### src/rtl/display_driver.sv
// display_driver: samples the output register, converts it to BCD by shift-and-add-3, and scans 4 seven-segment digits.
// Define DISP_BLANK_EN for leading-zero blanking of the hundreds and tens digits.
module display_driver #(
  parameter int SCAN_DIV = 1024
) (
  input  logic        clk,
  input  logic        rst_n,
  input  logic [7:0]  data_i,
  input  logic        signed_i,
  output logic        busy_o,
  output logic [11:0] bcd_o,
  output logic        neg_o,
  output logic [7:0]  seg_o,
  output logic [3:0]  dig_o
);
  localparam int PW = $clog2(SCAN_DIV);
  typedef enum logic [1:0] {IDLE, CONV, DONE} state_t;
  state_t state;
  logic [8:0] shadow;
  logic [7:0] sh, mag, seg_n;
  logic [11:0] scr, adj, bcd_n;
  logic [2:0] cnt;
  logic neg_p, neg_n, wrap, blank_h, blank_t;
  logic [PW-1:0] presc;
  logic [3:0] dig_n, nib;
  function automatic logic [7:0] enc(input logic [3:0] v);
    case (v)
      4'd0: return 8'h3F;
      4'd1: return 8'h06;
      4'd2: return 8'h5B;
      4'd3: return 8'h4F;
      4'd4: return 8'h66;
      4'd5: return 8'h6D;
      4'd6: return 8'h7D;
      4'd7: return 8'h07;
      4'd8: return 8'h7F;
      4'd9: return 8'h6F;
      default: return 8'h00;
    endcase
  endfunction
  // seg_o is computed from next-cycle digit and result so a wrap and a DONE on one edge agree
  always_comb begin
    mag = signed_i && data_i[7] ? 8'(-data_i) : data_i;
    adj = {scr[11:8] >= 4'd5 ? scr[11:8] + 4'd3 : scr[11:8],
           scr[7:4] >= 4'd5 ? scr[7:4] + 4'd3 : scr[7:4],
           scr[3:0] >= 4'd5 ? scr[3:0] + 4'd3 : scr[3:0]};
    wrap = presc == PW'(SCAN_DIV - 1);
    bcd_n = state == DONE ? scr : bcd_o;
    neg_n = state == DONE ? neg_p : neg_o;
    dig_n = dig_o == 4'b0000 ? 4'b0001 : wrap ? {dig_o[2:0], dig_o[3]} : dig_o;
`ifdef DISP_BLANK_EN
    blank_h = bcd_n[11:8] == 4'd0;
    blank_t = blank_h && bcd_n[7:4] == 4'd0;
`else
    blank_h = 1'b0;
    blank_t = 1'b0;
`endif
    nib = dig_n[0] ? bcd_n[3:0] : dig_n[1] ? bcd_n[7:4] : bcd_n[11:8];
    seg_n = dig_n[3] ? (neg_n ? 8'h40 : 8'h00) :
            (dig_n[2] && blank_h) || (dig_n[1] && blank_t) ? 8'h00 : enc(nib);
  end
  always_ff @(posedge clk) begin
    if (!rst_n) begin
      state <= IDLE;
      shadow <= '0;
      sh <= '0;
      scr <= '0;
      cnt <= '0;
      neg_p <= 1'b0;
      presc <= '0;
      busy_o <= 1'b0;
      bcd_o <= '0;
      neg_o <= 1'b0;
      seg_o <= '0;
      dig_o <= '0;
    end else begin
      presc <= dig_o == 4'b0000 || wrap ? '0 : presc + 1'b1;
      dig_o <= dig_n;
      seg_o <= seg_n;
      bcd_o <= bcd_n;
      neg_o <= neg_n;
      case (state)
        IDLE: if ({signed_i, data_i} != shadow) begin
          shadow <= {signed_i, data_i};
          neg_p <= signed_i && data_i[7];
          sh <= mag;
          scr <= '0;
          cnt <= '0;
          busy_o <= 1'b1;
          state <= CONV;
        end
        CONV: begin
          {scr, sh} <= {adj[10:0], sh, 1'b0};
          cnt <= cnt + 3'd1;
          if (cnt == 3'd7) state <= DONE;
        end
        DONE: begin
          busy_o <= 1'b0;
          state <= IDLE;
        end
        default: state <= IDLE;
      endcase
    end
  end
endmodule

### config.mk
export PLATFORM = sky130hd
export DESIGN_NAME = display_driver
export DESIGN_NICKNAME = d
export VERILOG_FILES = /design/src/rtl/display_driver.sv
export SDC_FILE = /design/constraint.sdc
export NUM_CORES = 1
export LEC_CHECK = 0
export BUFFER_PORTS_ARGS = -buffer_cell sky130_fd_sc_hd__buf_2
export CORE_MARGIN = 2
export CORE_UTILIZATION = 35
export DETAILED_ROUTE_END_ITERATION = 16
export GPL_ROUTABILITY_DRIVEN = 0
export GPL_TIMING_DRIVEN = 0
export MAX_ROUTING_LAYER = met4
export SETUP_SLACK_MARGIN = 0.4
export SYNTH_ARGS = -nofsm -noshare
export SYNTH_HDL_FRONTEND = slang
export SYNTH_SLANG_ARGS = --single-unit
### constraint.sdc
create_clock -name clk -period 4.6 [get_ports clk]
set_clock_uncertainty 0.05 [all_clocks]
set_input_delay 0 -clock clk [delete_from_list [all_inputs] [get_ports clk]]
set_output_delay 0 -clock clk [all_outputs]
set_load 0.005 [all_outputs]
==> key figures <==
Run status
  • Status: finished, final reports clean

STA
  • Clock period minus worst slack: between 3000 and 4000 ps
  • Crit share post-route: around 75%
  • Setup total negative slack: 0 ps
  • Pins Over Slew Limit: 0
  • Setup ws final: 1130 ps
  • Setup violators final: 0
  • Least-Margin Pin Slew: 640 ps
  • Final Hold Vio Count: 0
  • Final hold slack: 33.0 ps
  • RSZ-0062 raised after global routing: false
  • FMAX: 288 MHz
  • Worst slew margin: between 50% and 60%

Route
  • Remaining DRCs: 0
  • Final wirelength: 7300 um
  • Starting DRC count in detailed routing: 106
  • Vias: between 2000 and 3000
  • Detailed Routing Iterations Pass 1: 4
  • Antenna Nets Post-Route: 0
  • Routed WL per cell: 12.7 um
  • Vias per cell: 4.84

Logic synthesis
  • Post-Syn Nets: ~410
  • Synth top area share: around 40%
  • Post-synthesis sequential area ratio: 40.4%
  • Post-synthesis cell type count: 42
  • Count of flip-flops with a built-in enable after synthesis: 0
  • #FFs+latches synth: 70
  • Synth area leaders: dfxtp_1 (40%), nor2b_1 (6.3%), ha_1 (5.8%)
  • Ys async rst share: 0%
  • Synth Flop Type: dfxtp_1
  • Leading area contributor after synthesis: dfxtp_1
  • Synth Warn #: 0
  • Mean Syn Cell Area: 8.95 um^2
  • Post-Syn Instances: 387
  • Synth Cell Area: 0.00346 mm^2

Global routing
  • GRT met2 Usage: around a quarter
  • Total gr overflow: 0
  • Maximum number of pins on one net before global-route repair: 11
  • GRT Total Usage: around 15%
  • Global-route met1 utilization: between 10% and 20%
  • Vias in the first global route: 2557
  • Busiest grt layer: met2
  • Number of antenna violations at the first check in global routing: 0
  • Met3 Usage GRT: 3.63%
  • First-pass GRT wire length: around 12000 um

Finish
  • Fin area: 0.00401 mm^2
  • Commonest non-fill, non-tap cells in the layout: dfxtp_1 (70), nor2b_1 (35), nor2_1 (34)
  • Final nets: ~460
  • Diode count: 0
  • Share of cells above drive strength 1: 14.1%
  • Commonest non-fill, non-tap cell in the layout: dfxtp_1
  • Fillcell total: just over 1000
  • Finished Layout Cells: between 500 and 600
  • Fin util: 41.4%
  • Area Overhead vs Synth: 15.8%

Critical path
  • CP delay by family, top: multiplexers
  • FF-to-FF Start: presc[0]
  • Slowest cell on crit path: mux2i_1
  • CP required: about 4900 ps
  • Setup slack, reg-to-reg: roughly 1100 ps
  • Worst path cell trace: ha_1, nand4_4, nor3_4, mux2i_1, mux2_2, mux4_2, ha_1, nor4_1, a211o_1
  • CP arrival: between 3000 and 4000 ps
  • Most frequent CP cell: ha_1
  • Critical path buffers and inverters: 0
  • RR Endpoint: seg_o[6]
  • Startpoint Class: register
  • Crit path capture type: register
  • CP peak stage delay: 610 ps
  • Worst Setup Path Type: reg -> reg
  • Reg2reg path depth: 9
  • Max FO, Critical Path: 7

Clocking
  • Clock buffer depth: 2
  • Clock Sinks: 70
  • CTS Buf Count: 9
  • Clk Latency, worst-skew pair: 350 ps
  • # Post-CTS Setup Buffers: 0
  • Root Buffer: clkbuf_8
  • CTS tree: done
  • Reg clk slew, reported paths: ~70 ps
  • H-tree Lvls: 3
  • Resized Gates After CTS: 0

Floorplanning
  • Site Rows: 36
  • Core box area: 0.00968 mm^2
  • Initial Util: 35.8%
  • I/O pin total: 37
  • Die width: ~100 um
  • Area of the die: 0.0107 mm^2
  • Die height: 103 um

Power and ir drop
  • VDD IR max: between 0.0001 and 0.00015 V
  • PwrDens: 292 mW/mm^2
  • Pleak: 1.64 nW
  • Overall Power: 1.17 mW

Place
  • Area post-placement: 0.00380 mm^2
  • Pre-CTS setup slack: 1080 ps
  • Inst Count DP: 553
  • Detailed placer's ending HPWL: 5450 um
  • I/O Buffers: 33

Min path
  • Hold Crit Class: in -> reg
  • Hold_sp: data_i[0]
  • Hold path endpoint: sh[0]
  • Cells on Worst Hold Path: 4

Flow run
  • Max Cap Viol: 0
[power breakdown]
group	internal [mW]	switching, mW
combinational	0.0491	0.0644
sequential	0.625	0.0119
clock	0.203	0.218
[how the worst max path moves through the flow]
| stage | from | endpoint | cells past startpoint |
|---|---|---|---|
| final | presc[0] | seg_o[6] | 9 |
| after global routing | presc[0] | seg_o[6] | 9 |
| after detailed placement | presc[0] | seg_o[6] | 9 |
| after floorplan | presc[0] | seg_o[6] | 9 |
| after CTS | presc[0] | seg_o[6] | 9 |
| after global placement | presc[0] | seg_o[6] | 9 |
[metal layers]
metal | up-vias | part of all wire (%)
met5 | - | 0
met4 | 0 | 2.0
met2 | 38 | 46
met3 | 11 | 3.0
met1 | 1317 | 49
li1 | 1408 | -
[kinds of logic after synthesis]
family          after synthesis  share of synthesized area [%]
mux                          27                           9.03
compound gates               67                           12.0
buf+inv                      35                           3.90
fa+ha+maj                    16                           5.78
xor+xnor                     26                           6.57
other cells                   1                          0.108
simple gates                145                           22.1
flops                        70                           40.4
[layout make-up]
type	instances	area, um^2	area share [%]
inverter	15	56.3	1.40
tap	133	166	4.15
multi-input combinational	282	1930	48.1
timing repair buffer	39	225	5.61
sequential	70	1400	34.9
clock inverter	2	10.0	0.250
buffer	20	78.8	1.97
clock buffer	12	145	3.62
[registers in the layout, summed over array words and instances, names as in the netlist, 2 cells and up]
name,count
bcd_o,12
cnt,3
dig_o,4
presc,10
scr,12
seg_o,7
sh,8
shadow,9
state,2
[repair_timing]
item,in CTS,in global routing
hold buffers,6,0
setup endpoints to repair,0,0
endpoints found under the hold margin,6,0
[worst register-to-register path, stage by stage (launching register included)]
cell	delay, ps
dfxtp_1	370
ha_1	260
nand4_4	150
nor3_4	340
mux2i_1	610
mux2_2	400
mux4_2	480
ha_1	210
nor4_1	390
a211o_1	150
[cells in the mapped netlist (2+ instances only)]
cell / number
a21boi_0: 12
a21o_1: 2
a21oi_1: 25
a221oi_1: 6
a22o_1: 2
a31oi_1: 2
and2_1: 8
buf_1: 3
clkbuf_1: 16
dfxtp_1: 70
ha_1: 16
inv_1: 15
mux2_2: 6
mux2_4: 2
mux2i_1: 17
nand2_1: 21
nand2b_1: 6
nand3_1: 19
nor2_1: 34
nor2b_1: 35
nor3_1: 8
nor4_1: 4
o21ai_0: 14
or2_2: 2
xnor2_1: 12
xor2_1: 14
(Power assumes the default switching activity.)
